[config.mk]
export PLATFORM = sky130hd
export DESIGN_NAME = div_last2_flat
export DESIGN_NICKNAME = d
export VERILOG_FILES = /design/src/rtl/div_last2_pkg.sv /design/src/rtl/div_last2_if.sv /design/src/rtl/div_step.sv /design/src/rtl/div_last2.sv /design/src/flat_wrapper.sv
export SDC_FILE = /design/constraint.sdc
export NUM_CORES = 1
export LEC_CHECK = 0
export CORE_UTILIZATION = 48
export DETAILED_ROUTE_END_ITERATION = 16
export PLACE_DENSITY = 0.78
export SETUP_SLACK_MARGIN = 0.5
export SYNTH_ARGS = -nofsm -noshare
export SYNTH_HDL_FRONTEND = slang
export SYNTH_SLANG_ARGS = --single-unit
[constraint.sdc]
create_clock -name clk -period 2.35 [get_ports clk]
set_clock_uncertainty 0.05 [all_clocks]
set_input_delay 0.47 -clock clk [delete_from_list [all_inputs] [get_ports clk]]
set_output_delay 0.47 -clock clk [all_outputs]
set_load 0.01 [all_outputs]
[src/rtl/div_last2_pkg.sv]
// Shared types and sizing helpers for the last-two product decoder.
package div_last2_pkg;

  typedef enum logic [1:0] {
    IDLE = 2'd0,
    DIV  = 2'd1,
    DONE = 2'd2
  } state_t;

  // Step counter must reach 2w, so it needs clog2(2w+1) bits.
  function automatic int unsigned cnt_w(input int unsigned w);
    return $clog2(2 * w + 1);
  endfunction

endpackage

[src/rtl/div_last2_if.sv]
// Product-in / factor-out link between the multiplier stream and div_last2.
interface div_last2_if #(
  parameter int unsigned W = 4
) ();

  logic [2*W-1:0] in;
  logic           in_vld;
  logic           in_rdy;
  logic           ld;
  logic [W-1:0]   quo;
  logic           out_vld;
  logic           div0;
  logic           ovf;

  modport master (
    output in, in_vld, ld,
    input  in_rdy, quo, out_vld, div0, ovf
  );

  modport slave (
    input  in, in_vld, ld,
    output in_rdy, quo, out_vld, div0, ovf
  );

endinterface

[src/rtl/div_step.sv]
// One combinational restoring-division step: shift in a dividend bit, subtract if it fits.
module div_step #(
  parameter int unsigned RW = 9,
  parameter int unsigned W  = 4
) (
  input  logic [RW-1:0] rem,
  input  logic          dbit,
  input  logic [W-1:0]  dvsr,
  output logic [RW-1:0] rem_nxt,
  output logic          qbit
);

  localparam int unsigned SW = RW + 1;

  logic [SW-1:0] sh;
  logic [SW-1:0] diff;

  always_comb begin
    sh      = {rem, dbit};
    diff    = sh - SW'(dvsr);
    qbit    = (sh >= SW'(dvsr));
    rem_nxt = qbit ? diff[RW-1:0] : sh[RW-1:0];
  end

endmodule

[src/rtl/div_last2.sv]
// Recovers factors from the last-two product stream: each product is divided by
// the previously recovered factor with an iterative restoring divider.
module div_last2
  import div_last2_pkg::*;
#(
  parameter int unsigned    w    = 4,
  parameter logic [2*w-1:0] ign  = '0,
  parameter logic [w-1:0]   seed = w'(1)
) (
  input  logic        clk,
  input  logic        rst,
  div_last2_if.slave  bus
);

  localparam int unsigned PW = 2 * w;
  localparam int unsigned RW = PW + 1;
  localparam int unsigned CW = cnt_w(w);
  localparam logic [CW-1:0] LAST = CW'(PW - 1);

  state_t         state_q, state_d;
  logic [CW-1:0]  cnt_q, cnt_d;
  logic [w-1:0]   dvsr_q, dvsr_d;
  logic [PW-1:0]  dvd_q, dvd_d;
  logic [RW-1:0]  rem_q, rem_d;
  logic [PW-2:0]  quot_q, quot_d;
  logic           zpend_q, zpend_d;
  logic [w-1:0]   quo_q, quo_d;
  logic           out_vld_q, out_vld_d;
  logic           div0_q, div0_d;
  logic           ovf_q, ovf_d;
  logic           in_rdy_q, in_rdy_d;

  logic [RW-1:0]  step_rem;
  logic           step_q;
  logic [PW-1:0]  full_q;
  logic           take;

  div_step #(
    .RW (RW),
    .W  (w)
  ) u_step (
    .rem     (rem_q),
    .dbit    (dvd_q[PW-1]),
    .dvsr    (dvsr_q),
    .rem_nxt (step_rem),
    .qbit    (step_q)
  );

  assign full_q = {quot_q, step_q};
  assign take   = !bus.ld && bus.in_vld && (bus.in != ign);

  // State and datapath registers.
  always_ff @(posedge clk or posedge rst) begin
    if (rst) begin
      state_q   <= IDLE;
      cnt_q     <= '0;
      dvsr_q    <= seed;
      dvd_q     <= '0;
      rem_q     <= '0;
      quot_q    <= '0;
      zpend_q   <= 1'b0;
      quo_q     <= '0;
      out_vld_q <= 1'b0;
      div0_q    <= 1'b0;
      ovf_q     <= 1'b0;
      in_rdy_q  <= 1'b1;
    end else begin
      state_q   <= state_d;
      cnt_q     <= cnt_d;
      dvsr_q    <= dvsr_d;
      dvd_q     <= dvd_d;
      rem_q     <= rem_d;
      quot_q    <= quot_d;
      zpend_q   <= zpend_d;
      quo_q     <= quo_d;
      out_vld_q <= out_vld_d;
      div0_q    <= div0_d;
      ovf_q     <= ovf_d;
      in_rdy_q  <= in_rdy_d;
    end
  end

  // Next-state logic; a zero-divisor result lingers one extra cycle in DONE.
  always_comb begin
    state_d = state_q;
    unique case (state_q)
      IDLE: if (take) state_d = (dvsr_q == '0) ? DONE : DIV;
      DIV:  if (cnt_q == LAST) state_d = DONE;
      DONE: state_d = zpend_q ? DONE : IDLE;
      default: state_d = IDLE;
    endcase
  end

  // Datapath and registered-output next values.
  always_comb begin
    cnt_d     = cnt_q;
    dvsr_d    = dvsr_q;
    dvd_d     = dvd_q;
    rem_d     = rem_q;
    quot_d    = quot_q;
    zpend_d   = zpend_q;
    quo_d     = quo_q;
    out_vld_d = 1'b0;
    div0_d    = div0_q;
    ovf_d     = ovf_q;
    in_rdy_d  = (state_d == IDLE);

    unique case (state_q)
      IDLE: begin
        if (bus.ld) begin
          dvsr_d = bus.in[w-1:0];
        end else if (take) begin
          if (dvsr_q == '0) begin
            zpend_d = 1'b1;
          end else begin
            dvd_d  = bus.in;
            rem_d  = '0;
            quot_d = '0;
            cnt_d  = '0;
          end
        end
      end
      DIV: begin
        rem_d  = step_rem;
        dvd_d  = {dvd_q[PW-2:0], 1'b0};
        quot_d = full_q[PW-2:0];
        cnt_d  = cnt_q + CW'(1);
        if (cnt_q == LAST) begin
          out_vld_d = 1'b1;
          div0_d    = 1'b0;
          if (full_q[PW-1:w] != '0) begin
            quo_d = '1;
            ovf_d = 1'b1;
          end else begin
            quo_d  = full_q[w-1:0];
            ovf_d  = 1'b0;
            dvsr_d = full_q[w-1:0];
          end
        end
      end
      DONE: begin
        if (zpend_q) begin
          zpend_d   = 1'b0;
          out_vld_d = 1'b1;
          quo_d     = '1;
          div0_d    = 1'b1;
          ovf_d     = 1'b0;
        end
      end
      default: ;
    endcase
  end

  assign bus.in_rdy  = in_rdy_q;
  assign bus.quo     = quo_q;
  assign bus.out_vld = out_vld_q;
  assign bus.div0    = div0_q;
  assign bus.ovf     = ovf_q;

endmodule

[src/flat_wrapper.sv]
// flat-port wrapper written by rule: the top's interface ports become plain ports
module div_last2_flat import div_last2_pkg::*;
#(
  parameter int unsigned    w    = 4,
  parameter logic [2*w-1:0] ign  = '0,
  parameter logic [w-1:0]   seed = w'(1)
)
  (clk, rst, bus_in, bus_in_vld, bus_ld, bus_in_rdy, bus_quo, bus_out_vld, bus_div0, bus_ovf);
  div_last2_if #(.W(4)) bus_i ();
  input  logic clk;
  input  logic rst;
  input wire logic [$bits(bus_i.in)-1:0] bus_in;
  input wire logic [$bits(bus_i.in_vld)-1:0] bus_in_vld;
  input wire logic [$bits(bus_i.ld)-1:0] bus_ld;
  output wire logic [$bits(bus_i.in_rdy)-1:0] bus_in_rdy;
  output wire logic [$bits(bus_i.quo)-1:0] bus_quo;
  output wire logic [$bits(bus_i.out_vld)-1:0] bus_out_vld;
  output wire logic [$bits(bus_i.div0)-1:0] bus_div0;
  output wire logic [$bits(bus_i.ovf)-1:0] bus_ovf;
  assign bus_i.in = bus_in;
  assign bus_i.in_vld = bus_in_vld;
  assign bus_i.ld = bus_ld;
  assign bus_in_rdy = bus_i.in_rdy;
  assign bus_quo = bus_i.quo;
  assign bus_out_vld = bus_i.out_vld;
  assign bus_div0 = bus_i.div0;
  assign bus_ovf = bus_i.ovf;
  div_last2 #(.w(w), .ign(ign), .seed(seed)) u_core (.clk(clk), .rst(rst), .bus(bus_i));
endmodule
After elaboration in Yosys (flattened, before gate mapping):

Index checks and enable logic that the tools add are counted.

* bits in registers: 43
* logic and storage cells: 85
* output and inout port bits: 8

* reductions and logical operators: 15
* eq/ne operators: 11
* add/subtract/negate cells: 2
* mux-type cells: 44
* $lt $le $gt $ge: 1

Operators with widths (count)
* two-way mux 4 bit: 9
* two-way mux 9 bit: 4
* two-way mux 8 bit: 3
* one-hot mux 4 bit (2 select lines): 3
* two-way mux 7 bit: 3
* one-hot mux 9 bit (2 select lines): 1
* one-hot mux 8 bit (2 select lines): 1
* one-hot mux 7 bit (2 select lines): 1
* AND reduction 4 bit: 3
* greater-or-equal comparator 10 x 4 -> 1 bit: 1
* two-way mux 1 bit: 10
* subtractor 9 x 4 -> 9 bit: 1
* two-way mux 2 bit: 4
* != test 2 x 1 -> 1 bit, second input constant: 4
* != test 2 bit, second input constant: 4
* one-hot mux 1 bit (2 select lines): 4
* nonzero test 8 bit: 1
* one-hot mux 2 bit (3 select lines): 1
* nonzero test 2 bit: 3
* adder 4 x 1 -> 4 bit, second input constant: 1
* equality test 4 x 3 -> 1 bit, second input constant: 1
* zero test 2 bit: 2
* zero test 4 bit: 1
* nonzero test 4 bit: 1
* other kinds (5): 6

Longest topological paths before layout:

Gate-level depths: netlist of run 1.

* depth after elaboration: 6
* mapped depth: 10
* depth with buffers taken out: 8

Modules after synthesis:

A second synthesis of run 1 with hierarchy kept.

* cells, all modules: 259
* area total of the unflattened synthesis: 2593.7 µm²

By module, submodules not included
* div_last2: area each 2223.4 µm², instances 1, cells each 208, sequential area each 1078.5 µm²
* div_step: area each 370.4 µm², instances 1, cells each 51, sequential area each 0.0 µm²

Worst setup path before layout of run 1:

OpenSTA, ideal clock, no wires.

* path kind: reg2reg
* start: register u_core.dvsr_q[0]
* end: register u_core.dvsr_q[0]
* setup time: 0.082 ns
* arrival time: 1.912 ns
* period minus slack after synthesis: 2.044 ns
* stages on the path, launching flop included: 8
* slack: 0.306 ns
* buffers on the path: 0
* path through: dfstp_2 > ha_1 > fa_1 > nor2b_1 > o21ai_2 > nand3_2 > mux2_2 > mux2_2

* word-level cells in the longest chain between the ends: 4

RTL lines
* from (decl): line div_last2.sv:22 `logic [w-1:0] dvsr_q, dvsr_d;`
* from (signal assigned): line div_last2.sv:70 `dvsr_q <= dvsr_d;`
* greater-or-equal comparator 10 x 4 -> 1 bit: line div_step.sv:21 `qbit = (sh >= SW'(dvsr));`
* two-way mux 4 bit: line div_last2.sv:131 `if (full_q[PW-1:w] != '0) begin`
* two-way mux 4 bit: line div_last2.sv:128 `if (cnt_q == LAST) begin`
* one-hot mux 4 bit (2 select lines): line div_last2.sv:108 `unique case (state_q)`

No other way between the ends. The select of a mux whose other input is x is not followed.
A chain may end at the register's enable or synchronous reset.

Final worst setup path of run 1:

* start: register u_core.dvsr_q[0]
* end: register u_core.rem_q[8]

* word-level cells in the longest chain between the ends: 3

RTL lines
* subtractor 9 x 4 -> 9 bit, or another cell as far along: line div_step.sv:20 `diff = sh - SW'(dvsr);`
* two-way mux 9 bit or != test 2 bit (tied branches)
* one-hot mux 9 bit (2 select lines) or AND reduction 4 bit (tied branches)
* to (signal assigned): line div_last2.sv:72 `rem_q <= rem_d;`
* to (decl): line div_last2.sv:24 `logic [RW-1:0] rem_q, rem_d;`

Parallel ways exist; a longest one is shown, timed or not.

==> impl_metrics.prom, run 1 <==
# TYPE chip_impl_metric gauge
chip_impl_metric{name="m1WireLength",unit="um"} 2750
chip_impl_metric{name="drt-vias-per-instance",unit=""} 6.02
chip_impl_metric{name="grt_util_all_layers",unit="%"} 25.0
chip_impl_metric{name="timing.critical_path.required",unit="ps"} 2530
chip_impl_metric{name="drt-wirelength-per-cell",unit="um"} 18.6
chip_impl_info{name="hold_start",value="u_core.bus.div0"} 1
chip_impl_metric{name="detailroute.wirelength.met2",unit="um"} 3390
chip_impl_info{name="r2r-end",value="u_core.rem_q[8]"} 1
chip_impl_metric{name="worstPathArrival",unit="ps"} 2260
chip_impl_metric{name="gr-total-overflow",unit=""} 0
chip_impl_metric{name="vertical_extent_of_the_die",unit="um"} 71.2
chip_impl_metric{name="timing.final.crit_period",unit="ps"} 2070
chip_impl_metric{name="htree_levels",unit=""} 2
chip_impl_metric{name="io_buffer_count",unit=""} 19
chip_impl_metric{name="final_min_period_over_clock_period",unit="%"} 88.2
chip_impl_info{name="clockRootBuffer",value="sky130_fd_sc_hd__clkbuf_8"} 1
chip_impl_info{name="top_routing_layer_in_use",value="met4"} 1
chip_impl_metric{name="finalHoldViolCount",unit=""} 0
chip_impl_info{name="critPathLaunch",value="u_core.dvsr_q[0]"} 1
chip_impl_metric{name="holdPathStages",unit=""} 2
chip_impl_metric{name="mean_post_synth_cell_area",unit="um2"} 9.58
chip_impl_metric{name="ctsLongestPathBuffers",unit=""} 2
chip_impl_metric{name="filler_cell_count",unit=""} 267
chip_impl_metric{name="synth-seq-cells",unit=""} 43
chip_impl_metric{name="achievable-frequency",unit="MHz"} 482
chip_impl_metric{name="finalWirelength",unit="um"} 6760
chip_impl_metric{name="setup_total_negative_slack",unit="ps"} 0
chip_impl_metric{name="drive_above_1_share",unit="%"} 38.1
chip_impl_metric{name="timing.slew.headroom",unit="%"} 64.3
chip_impl_metric{name="numCtsBuffers",unit=""} 5
chip_impl_info{name="holdCritPathClass",value="reg -> reg"} 1
chip_impl_metric{name="drt_pre_antenna_iters",unit=""} 11
chip_impl_metric{name="drc_violation_count_after_routing",unit=""} 1
chip_impl_info{name="status",value="finished, violations left"} 1
chip_impl_metric{name="worst-slew-pin-transition",unit="ps"} 536
chip_impl_metric{name="initial_utilization",unit="%"} 51.4
chip_impl_metric{name="grt_max_degree",unit=""} 44
chip_impl_info{name="holdPathEnd",value="u_core.bus.div0"} 1
chip_impl_metric{name="worst-r2r-cell-count",unit=""} 7
chip_impl_metric{name="drt_iter0_markers",unit=""} 245
chip_impl_info{name="timing_worst_setup_path_type",value="reg -> reg"} 1
chip_impl_metric{name="setup_viol_count_final",unit=""} 0
chip_impl_info{name="rsz_0062_raised_after_global_routing",value="yes"} 1
chip_impl_info{name="final_common_cell",value="sky130_fd_sc_hd__dfrtp_1"} 1
chip_impl_metric{name="cts.reportedPaths.clkPinSlew",unit="ps"} 90
chip_impl_metric{name="via_count",unit=""} 2191
chip_impl_metric{name="crit_fanout",unit=""} 4
chip_impl_info{name="worstReg2RegStart",value="u_core.dvsr_q[0]"} 1
chip_impl_metric{name="clock_insertion_delay_worst_skew",unit="ps"} 300
chip_impl_metric{name="antenna_violations_before_repair",unit=""} 0
chip_impl_metric{name="io-pin-count",unit=""} 20
chip_impl_metric{name="ys_types",unit=""} 45
chip_impl_metric{name="die-width",unit="um"} 71.2
chip_impl_metric{name="flow.area_growth_from_synthesis",unit="%"} 47.1
chip_impl_metric{name="ir_drop",unit="V"} 0.000879
chip_impl_metric{name="mappedNetlistNets",unit=""} 262
chip_impl_info{name="cts_tree",value="done"} 1
chip_impl_metric{name="antenna_left",unit=""} 0
chip_impl_info{name="timing.critical_path.to_type",value="register"} 1
chip_impl_metric{name="dpl.cell_count",unit=""} 323
chip_impl_metric{name="core_area",unit="um2"} 4470
chip_impl_metric{name="synth.cell_area",unit="um2"} 2300
chip_impl_metric{name="multiInputGateArea",unit="um2"} 1390
chip_impl_metric{name="ys_seq_area_share",unit="%"} 46.9
chip_impl_metric{name="finalPower",unit="W"} 0.00514
chip_impl_metric{name="max_cap_violations",unit=""} 0
chip_impl_metric{name="ys.warnings.count",unit=""} 0
chip_impl_metric{name="drv_slew",unit=""} 0
chip_impl_metric{name="gp_congestion",unit=""} 0.806
chip_impl_info{name="critical_path.startpoint_type",value="register"} 1
chip_impl_metric{name="cts_sinks",unit=""} 43
chip_impl_metric{name="dp.final_hpwl",unit="um"} 3310
chip_impl_metric{name="layout.nets",unit=""} 333
chip_impl_metric{name="power-per-cell-area",unit="nW/um2"} 1520
chip_impl_metric{name="met3_wl_post_dr",unit="um"} 329
chip_impl_metric{name="insertedDiodeCount",unit=""} 0
chip_impl_info{name="final_cell_mix",value="41 x sky130_fd_sc_hd__dfrtp_1, 37 x sky130_fd_sc_hd__buf_4, 34 x sky130_fd_sc_hd__nand2_1, 17 x sky130_fd_sc_hd__inv_1, 12 x sky130_fd_sc_hd__o21ai_1"} 1
chip_impl_metric{name="synth_cells",unit=""} 240
chip_impl_metric{name="hold_buffers",unit=""} 0
chip_impl_metric{name="first_global_vias",unit=""} 2078
chip_impl_metric{name="die_area",unit="um2"} 5070
chip_impl_metric{name="hold_ws",unit="ps"} 451
chip_impl_metric{name="wire_length_of_the_first_global_routing_pass",unit="um"} 9690
chip_impl_metric{name="stdcell_count",unit=""} 364
chip_impl_metric{name="cellLeakagePower",unit="nW"} 1.50
chip_impl_info{name="failed_checks",value="design-rule violations"} 1
chip_impl_metric{name="r2r_setup_slack",unit="ps"} 280
chip_impl_metric{name="std_cell_rows",unit=""} 24
chip_impl_metric{name="regArea",unit="um2"} 1080
what timing repair did:
| action | CTS | global route |
|---|---|---|
| pin swaps | 15 | 14 |
| cloned | 2 | 0 |
| endpoints found under the setup margin | 34 | 39 |
| resized for setup | 54 | 49 |
| setup buffers | 25 | 6 |
cell type report:
class                      count  share of cell area [%]
tap                           52                    1.92
sequential                    43                    31.9
inverter                      18                    2.00
timing repair buffer          73                    20.6
clock inverter                 1                   0.148
clock buffer                   7                    2.26
multi-input combinational    170                    41.1
cell families (layout without fill, tap and decap cells):
logic type / count (synthesis) / after routing / synth area share (%)
DFF: 43 / 43 / 46.9
AOI/OAI and AO/OA: 66 / 66 / 19.4
buffers and inverters: 27 / 99 / 5.06
muxes: 12 / 12 / 5.60
xor gates and xnor gates: 2 / 2 / 0.762
and+or+nand+nor: 80 / 80 / 16.5
adders and majority gates: 10 / 10 / 5.77
sequential cells by signal, summed over array words and instances (netlist names):
register	count
u_core.quot_q	7
u_core.state_q	2
u_core.zpend_q	1
u_core.bus.out_vld	1
u_core.bus.quo	4
u_core.bus.div0	1
u_core.dvsr_q	4
u_core.rem_q	9
u_core.dvd_q	8
u_core.bus.in_rdy	1
u_core.bus.ovf	1
u_core.cnt_q	4
metal layers:
layer / vias to the layer above / global-route usage (%)
met2: 89 / 40.3
met3: 29 / 5.20
met5: - / 0
li1: 992 / -
met1: 1081 / 31.7
met4: 0 / 13.3
how the worst max path moves through the flow:
stage / end / slack (ps) / depth (start not counted)
2_1_floorplan: u_core.dvsr_q[0] / 360 / 7
3_3_place_gp: u_core.dvd_q[3] / -20 / 8
3_5_place_dp: u_core.dvd_q[6] / -110 / 8
4_1_cts: u_core.rem_q[7] / 330 / 7
5_1_grt: u_core.dvsr_q[0] / 230 / 7
6_report: u_core.rem_q[8] / 280 / 7
critical path, cell delays in order, from the launching register on:
cell	delay [ps]
sky130_fd_sc_hd__dfstp_2	390
sky130_fd_sc_hd__buf_4	130
sky130_fd_sc_hd__or4_4	570
sky130_fd_sc_hd__a31oi_4	310
sky130_fd_sc_hd__buf_6	160
sky130_fd_sc_hd__buf_6	110
sky130_fd_sc_hd__o2bb2a_2	210
sky130_fd_sc_hd__o21ai_1	80
stage by stage:
step           cell area, um2  worst slack (ps)  util [%]
2_1_floorplan            2350               357         -
3_3_place_gp             2710             -17.5      60.7
3_5_place_dp             2710              -112      60.7
4_1_cts                  3170               328      70.8
5_1_grt                  3380               233      75.6
6_report                 3380               277      75.6
Yosys cell counts, drive strengths merged:
library cell | count | area, um2
dfrtp | 41 | 1030
nand2 | 40 | 150
o21ai | 31 | 159
inv | 18 | 67.6
nor2 | 13 | 48.8
ha | 9 | 113
a21oi | 7 | 35.0
a221o | 7 | 70.1
mux2 | 7 | 78.8
buf | 5 | 33.8
mux2i | 5 | 50.1
nand2b | 5 | 31.3
nor4 | 5 | 31.3
a31oi | 4 | 31.3
clkbuf | 4 | 15.0
nand3 | 4 | 25.0
o22a | 4 | 35.0
a21boi | 3 | 22.5
nor3 | 3 | 20.0
dfstp | 2 | 52.6
nor2b | 2 | 12.5
o31a | 2 | 17.5
or3 | 2 | 12.5
xnor2 | 2 | 17.5
a2111oi | 1 | 15.0
a211o | 1 | 8.76
a22o | 1 | 8.76
a41o | 1 | 10.0
and2 | 1 | 6.26
and3b | 1 | 8.76
fa | 1 | 20.0
nand4 | 1 | 6.26
nand4b | 1 | 8.76
nor3b | 1 | 7.51
o21a | 1 | 7.51
o22ai | 1 | 6.26
o2bb2a | 1 | 10.0
o32ai | 1 | 8.76
or4 | 1 | 11.3
power by group:
part           switching, W  leakage, nW  internal [W]
Sequential         0.000239        0.566       0.00100
Combinational       0.00163        0.891       0.00179
Clock              0.000265       0.0422      0.000209
(Power assumes the default switching activity.)
==> inputs of run 2 (changes only) <==
- CORE_MARGIN: default -> 4
- CORE_UTILIZATION: 48 -> 57
- PLACE_DENSITY: 0.78 -> 0.89
- SKIP_CTS_REPAIR_TIMING: default -> 1
==> run 2 against run 1 <==
  * The flow now finishes without violations
  * Register-to-register slack worse by 120 ps
  * Non-clock buffer count down 11
  * Via count up 3.9%
  * Sequential power about the same
  * Critical path depth unchanged
  * Critical path type unchanged
  * Highest routed layer unchanged
  * Setup slack worse by 120 ps
  * Combinational power down 14%
  * Die area up 0.86%
  * Sequential cell count unchanged
  * Utilization up 9.8 points
  * Cell area down 4.7%
  * First-iteration DRC count up 23%
==> impl_metrics.prom, run 2 (synthesized netlist as in run 1, its figures left out) <==
# TYPE chip_impl_metric gauge
chip_impl_metric{name="timing.final.crit_period",unit="ps"} 2190
chip_impl_metric{name="gr-total-overflow",unit=""} 0
chip_impl_metric{name="cellLeakagePower",unit="nW"} 1.48
chip_impl_info{name="crit_path_cell_chain",value="inv_2 > ha_4 > nand4_1 > o31a_1 > a2111oi_4 > xnor2_1 > o21ai_1"} 1
chip_impl_metric{name="htree_levels",unit=""} 2
chip_impl_metric{name="drt_iter0_markers",unit=""} 301
chip_impl_metric{name="drive_above_1_share",unit="%"} 29.9
chip_impl_info{name="slowest_cell_on_the_critical_path",value="sky130_fd_sc_hd__dfrtp_1"} 1
chip_impl_info{name="clockRootBuffer",value="sky130_fd_sc_hd__clkbuf_8"} 1
chip_impl_metric{name="timing.critical_path.required",unit="ps"} 2480
chip_impl_info{name="holdPathEnd",value="u_core.dvd_q[7]"} 1
chip_impl_metric{name="setup_total_negative_slack",unit="ps"} 0
chip_impl_info{name="final_common_cell",value="sky130_fd_sc_hd__dfrtp_1"} 1
chip_impl_metric{name="setup_viol_count_final",unit=""} 0
chip_impl_info{name="critical_path.startpoint_type",value="register"} 1
chip_impl_metric{name="antenna_violations_before_repair",unit=""} 0
chip_impl_metric{name="drt-wirelength-per-cell",unit="um"} 19.8
chip_impl_info{name="r2r-end",value="u_core.rem_q[7]"} 1
chip_impl_metric{name="cts.reportedPaths.clkPinSlew",unit="ps"} 90
chip_impl_metric{name="dpl.cell_count",unit=""} 319
chip_impl_metric{name="crit_fanout",unit=""} 4
chip_impl_metric{name="achievable-frequency",unit="MHz"} 456
chip_impl_info{name="rsz_0062_raised_after_global_routing",value="yes"} 1
chip_impl_metric{name="core_area",unit="um2"} 3770
chip_impl_info{name="hold_start",value="bus_in[7]"} 1
chip_impl_metric{name="std_cell_rows",unit=""} 22
chip_impl_info{name="holdCritPathClass",value="in -> reg"} 1
chip_impl_metric{name="first_global_vias",unit=""} 1743
chip_impl_metric{name="timing.critical_path.slowest_cell_delay",unit="ps"} 430
chip_impl_metric{name="antenna_left",unit=""} 0
chip_impl_info{name="worstReg2RegStart",value="u_core.dvsr_q[2]"} 1
chip_impl_metric{name="io-pin-count",unit=""} 20
chip_impl_metric{name="wire_length_of_the_first_global_routing_pass",unit="um"} 8260
chip_impl_metric{name="ir_drop",unit="V"} 0.00119
chip_impl_metric{name="flow.area_growth_from_synthesis",unit="%"} 40.1
chip_impl_metric{name="die-width",unit="um"} 71.5
chip_impl_metric{name="dp.final_hpwl",unit="um"} 3320
chip_impl_metric{name="worst-slew-pin-transition",unit="ps"} 672
chip_impl_metric{name="initial_utilization",unit="%"} 61.0
chip_impl_metric{name="worstPathArrival",unit="ps"} 2320
chip_impl_metric{name="numCtsBuffers",unit=""} 5
chip_impl_metric{name="clock_insertion_delay_worst_skew",unit="ps"} 300
chip_impl_metric{name="holdPathStages",unit=""} 2
chip_impl_info{name="final_cell_mix",value="40 x sky130_fd_sc_hd__dfrtp_1, 39 x sky130_fd_sc_hd__nand2_1, 27 x sky130_fd_sc_hd__buf_4, 21 x sky130_fd_sc_hd__o21ai_0, 15 x sky130_fd_sc_hd__inv_1"} 1
chip_impl_metric{name="stdcell_count",unit=""} 349
chip_impl_metric{name="via_count",unit=""} 2276
chip_impl_metric{name="grt_max_degree",unit=""} 44
chip_impl_metric{name="layout.nets",unit=""} 322
chip_impl_metric{name="insertedDiodeCount",unit=""} 0
chip_impl_metric{name="vertical_extent_of_the_die",unit="um"} 71.5
chip_impl_metric{name="buffers_plus_inverters_on_the_worst_setup_path",unit=""} 1
chip_impl_metric{name="r2r_setup_slack",unit="ps"} 160
chip_impl_metric{name="gp_congestion",unit=""} 0.880
chip_impl_metric{name="cts_sinks",unit=""} 43
chip_impl_metric{name="drc_violation_count_after_routing",unit=""} 0
chip_impl_metric{name="worst-r2r-cell-count",unit=""} 7
chip_impl_metric{name="max_cap_violations",unit=""} 0
chip_impl_metric{name="drt-vias-per-instance",unit=""} 6.52
chip_impl_info{name="registers.top_by_ff_count",value="u_core.rem_q"} 1
chip_impl_info{name="regs_by_ff_count",value="u_core.rem_q: 9 flops, u_core.dvd_q: 8 flops, u_core.quot_q: 7 flops"} 1
chip_impl_metric{name="io_buffer_count",unit=""} 19
chip_impl_metric{name="drv_slew",unit=""} 0
chip_impl_metric{name="drt_pre_antenna_iters",unit=""} 11
chip_impl_metric{name="largest_reg_flops",unit=""} 9
chip_impl_metric{name="ctsLongestPathBuffers",unit=""} 2
chip_impl_info{name="timing.critical_path.to_type",value="register"} 1
chip_impl_info{name="crit_family",value="compound AO/OA/AOI/OAI gates"} 1
chip_impl_metric{name="grt_util_all_layers",unit="%"} 20.0
chip_impl_metric{name="final_min_period_over_clock_period",unit="%"} 93.3
chip_impl_metric{name="die_area",unit="um2"} 5120
chip_impl_info{name="timing_worst_setup_path_type",value="reg -> reg"} 1
chip_impl_metric{name="finalWirelength",unit="um"} 6910
chip_impl_metric{name="timing.slew.headroom",unit="%"} 54.8
chip_impl_info{name="cts_tree",value="done"} 1
chip_impl_metric{name="power-per-cell-area",unit="nW/um2"} 1450
chip_impl_metric{name="finalHoldViolCount",unit=""} 0
chip_impl_info{name="status",value="completed"} 1
[run 2: report_power, final]
| group | switching (W) | internal, W | total [W] |
|---|---|---|---|
| clock | 0.000261 | 0.000209 | 0.000470 |
| sequential | 0.000239 | 0.00100 | 0.00124 |
| combinational | 0.00146 | 0.00149 | 0.00295 |
[run 2: area by class of cell]
cell class,instances,area (um2)
Multi-Input combinational cell,170,1340
Tap cell,48,60.1
Clock inverter,1,5.00
Fill cell,160,549
Timing Repair Buffer,62,598
Sequential cell,43,1080
Clock buffer,7,76.3
Inverter,18,67.6
[run 2: metal layers]
metal	up-vias	GRT usage, %	wire (um)
li1	969	-	-
met1	1111	28.7	2740
met2	167	30.6	3360
met3	29	3.79	620
met4	0	6.89	191
met5	-	0	0
[run 2: metrics by stage]
stage               area [um2]  worst slack, ps  util (%)  power, W  hold WS [ps]
detailed placement        2710             -120      71.8   0.00333           427
floorplan                 2350              357         -   0.00275           400
global placement          2710             5.70      71.8   0.00325           417
finish                    3220              158      85.4   0.00467           452
CTS                       2790              178      74.0   0.00381           445
global route              3220              139      85.4   0.00489           451
[run 2: worst max path at each step]
stage,depth (start not counted),start,endpoint,slack (ps)
finish,7,u_core.dvsr_q[2],u_core.rem_q[7],160
global route,7,u_core.dvsr_q[3],u_core.rem_q[7],140
CTS,8,bus_in[1],u_core.dvd_q[2],180
detailed placement,8,bus_in[1],u_core.dvd_q[5],-120
global placement,8,bus_in[1],u_core.dvd_q[5],6
floorplan,7,u_core.dvsr_q[0],u_core.dvsr_q[0],360
==> inputs of run 3 (changes only) <==
- CAP_MARGIN: default -> 10
- SETUP_SLACK_MARGIN: 0.5 -> 0.05
==> run 3 against run 2 <==
  * Critical path type is now in -> reg
  * Critical endpoint is now u_core.dvd_q[4]
  * Highest routed layer unchanged
  * Setup slack got worse by 20 ps
  * Utilization down 13 points
  * Final cell count shrank 7.4%
  * Sequential power hardly changed
  * Global-route usage increased by 1.1 points
  * Clock power up 11%
==> impl_metrics.prom, run 3 (synthesized netlist as in run 1, its figures left out) <==
# TYPE chip_impl_metric gauge
chip_impl_metric{name="io-pin-count",unit=""} 20
chip_impl_metric{name="numCtsBuffers",unit=""} 5
chip_impl_info{name="status",value="completed"} 1
chip_impl_metric{name="multiInputGateArea",unit="um2"} 1110
chip_impl_info{name="final_cell_mix",value="41 x sky130_fd_sc_hd__dfrtp_1, 40 x sky130_fd_sc_hd__nand2_1, 30 x sky130_fd_sc_hd__o21ai_0, 19 x sky130_fd_sc_hd__clkdlybuf4s50_1, 18 x sky130_fd_sc_hd__inv_1"} 1
chip_impl_metric{name="setup_viol_count_final",unit=""} 0
chip_impl_info{name="registers.top_by_ff_count",value="u_core.rem_q"} 1
chip_impl_metric{name="timing.final.crit_period",unit="ps"} 2210
chip_impl_metric{name="core_area",unit="um2"} 3770
chip_impl_metric{name="achievable-frequency",unit="MHz"} 452
chip_impl_metric{name="antenna_violations_before_repair",unit=""} 0
chip_impl_metric{name="drc_violation_count_after_routing",unit=""} 0
chip_impl_metric{name="grt_util_all_layers",unit="%"} 21.1
chip_impl_metric{name="die_area",unit="um2"} 5120
chip_impl_metric{name="buffers_plus_inverters_on_the_worst_setup_path",unit=""} 3
chip_impl_metric{name="initial_utilization",unit="%"} 61.0
chip_impl_info{name="worstReg2RegStart",value="u_core.dvsr_q[0]"} 1
chip_impl_metric{name="crit_fanout",unit=""} 23
chip_impl_metric{name="vertical_extent_of_the_die",unit="um"} 71.5
chip_impl_metric{name="cts.reportedPaths.clkPinSlew",unit="ps"} 80
chip_impl_metric{name="dp.final_hpwl",unit="um"} 3290
chip_impl_metric{name="drt_iter0_markers",unit=""} 140
chip_impl_info{name="clockRootBuffer",value="sky130_fd_sc_hd__clkbuf_8"} 1
chip_impl_metric{name="largest_reg_flops",unit=""} 9
chip_impl_metric{name="finalHoldViolCount",unit=""} 0
chip_impl_metric{name="stdcell_count",unit=""} 323
chip_impl_metric{name="drt_pre_antenna_iters",unit=""} 4
chip_impl_metric{name="finalWirelength",unit="um"} 4760
chip_impl_metric{name="finalWorstSetupSlack",unit="ps"} 138
chip_impl_metric{name="grt_max_degree",unit=""} 44
chip_impl_info{name="timing.critical_path.to_type",value="register"} 1
chip_impl_info{name="critical_path.startpoint_type",value="input port"} 1
chip_impl_metric{name="worst-slew-pin-transition",unit="ps"} 543
chip_impl_metric{name="holdPathStages",unit=""} 2
chip_impl_metric{name="max_cap_violations",unit=""} 0
chip_impl_metric{name="timing.critical_path.slowest_cell_delay",unit="ps"} 420
chip_impl_metric{name="layout.nets",unit=""} 296
chip_impl_metric{name="drt-vias-per-instance",unit=""} 5.71
chip_impl_metric{name="drive_above_1_share",unit="%"} 14.5
chip_impl_metric{name="dpl.cell_count",unit=""} 315
chip_impl_metric{name="drt-wirelength-per-cell",unit="um"} 14.7
chip_impl_metric{name="timing.critical_path.required",unit="ps"} 2480
chip_impl_info{name="holdPathEnd",value="u_core.quot_q[6]"} 1
chip_impl_metric{name="r2r_setup_slack",unit="ps"} 210
chip_impl_metric{name="via_count",unit=""} 1845
chip_impl_metric{name="hold_ws",unit="ps"} 447
chip_impl_info{name="cell_type_with_the_highest_occurrence_count_on_the_critical_path",value="sky130_fd_sc_hd__buf_4"} 1
chip_impl_metric{name="regArea",unit="um2"} 1080
chip_impl_info{name="rsz_0062_raised_after_global_routing",value="yes"} 1
chip_impl_metric{name="drv_slew",unit=""} 0
chip_impl_metric{name="gr-total-overflow",unit=""} 0
chip_impl_metric{name="std_cell_rows",unit=""} 22
chip_impl_info{name="hold_start",value="u_core.quot_q[6]"} 1
chip_impl_metric{name="preCtsSetupSlack",unit="ps"} -167
chip_impl_metric{name="cellLeakagePower",unit="nW"} 1.21
chip_impl_metric{name="filler_cell_count",unit=""} 295
chip_impl_metric{name="worst-r2r-cell-count",unit=""} 7
chip_impl_metric{name="cts_sinks",unit=""} 43
chip_impl_metric{name="gp_congestion",unit=""} 0.862
chip_impl_metric{name="timing.slew.headroom",unit="%"} 63.8
chip_impl_info{name="holdCritPathClass",value="reg -> reg"} 1
chip_impl_info{name="regs_by_ff_count",value="u_core.rem_q: 9 flops, u_core.dvd_q: 8 flops, u_core.quot_q: 7 flops"} 1
chip_impl_metric{name="antenna_left",unit=""} 0
chip_impl_info{name="slowest_cell_on_the_critical_path",value="sky130_fd_sc_hd__clkdlybuf4s50_1"} 1
chip_impl_metric{name="flow.area_growth_from_synthesis",unit="%"} 18.9
chip_impl_metric{name="ir_drop",unit="V"} 0.000733
chip_impl_info{name="crit_family",value="buffers and inverters"} 1
chip_impl_metric{name="wire_length_of_the_first_global_routing_pass",unit="um"} 8560
chip_impl_info{name="cts_tree",value="done"} 1
chip_impl_info{name="timing_worst_setup_path_type",value="in -> reg"} 1
chip_impl_metric{name="ctsLongestPathBuffers",unit=""} 2
chip_impl_metric{name="worstPathArrival",unit="ps"} 2350
chip_impl_metric{name="die-width",unit="um"} 71.5
chip_impl_metric{name="power-per-cell-area",unit="nW/um2"} 1370
chip_impl_metric{name="clock_insertion_delay_worst_skew",unit="ps"} 300
chip_impl_metric{name="first_global_vias",unit=""} 1872
chip_impl_metric{name="insertedDiodeCount",unit=""} 0
chip_impl_info{name="final_common_cell",value="sky130_fd_sc_hd__dfrtp_1"} 1
chip_impl_info{name="r2r-end",value="u_core.dvsr_q[0]"} 1
chip_impl_metric{name="htree_levels",unit=""} 2
chip_impl_metric{name="final_min_period_over_clock_period",unit="%"} 94.1
chip_impl_info{name="crit_path_cell_chain",value="clkdlybuf4s50_1 > nor4_1 > buf_4 > a21oi_1 > a31oi_2 > buf_4 > nor2_1 > a221o_1"} 1
chip_impl_metric{name="io_buffer_count",unit=""} 19
run 3: worst max path at each step:
stage / startpoint / endpoint / slack (ps) / cells after the start
after floorplan: u_core.dvsr_q[0] / u_core.dvsr_q[0] / 310 / 7
after global placement: bus_in[1] / u_core.dvd_q[5] / -120 / 8
after detailed placement: bus_in[5] / u_core.dvd_q[5] / -170 / 7
after CTS: bus_in[5] / u_core.dvd_q[4] / 140 / 7
after global routing: u_core.dvd_q[7] / u_core.rem_q[7] / 20 / 8
final: bus_in[1] / u_core.dvd_q[4] / 140 / 8
run 3: cell type report:
class | count | area share, %
Multi-Input combinational cell | 170 | 40.6
Sequential cell | 43 | 39.4
Clock buffer | 8 | 3.66
Inverter | 18 | 2.47
Tap cell | 48 | 2.20
Timing Repair Buffer | 36 | 11.6
run 3: report_power, final:
group	leakage (nW)	total (W)	switching [W]	internal, W
Clock	0.0515	0.000524	0.000256	0.000268
Combinational	0.595	0.00201	0.00103	0.000973
Sequential	0.566	0.00121	0.000207	0.00100
run 3: metrics by stage:
stage	power, W	cell area, um2	TNS (ps)	util (%)
floorplan	0.00264	2300	0	-
global placement	0.00311	2630	-1210	69.7
detailed placement	0.00320	2630	-1780	69.7
CTS	0.00374	2730	0	72.4
global route	0.00405	2740	0	72.5
finish	0.00374	2740	0	72.5
run 3: layer usage:
metal | GRT usage, % | vias up | part of all wire [%]
li1 | - | 914 | -
met1 | 29.0 | 890 | 47
met2 | 33.9 | 33 | 47
met3 | 4.63 | 8 | 4.2
met4 | 5.85 | 0 | 1.3
met5 | 0 | - | 0
run 3: worst register-to-register path, stage by stage (launching register included):
cell and delay, ps:
sky130_fd_sc_hd__dfstp_2 550, sky130_fd_sc_hd__ha_1 190, sky130_fd_sc_hd__fa_1 220, sky130_fd_sc_hd__nor2b_1 60
sky130_fd_sc_hd__o21ai_2 270, sky130_fd_sc_hd__nand3_2 190, sky130_fd_sc_hd__mux2_2 300, sky130_fd_sc_hd__mux2_2 250
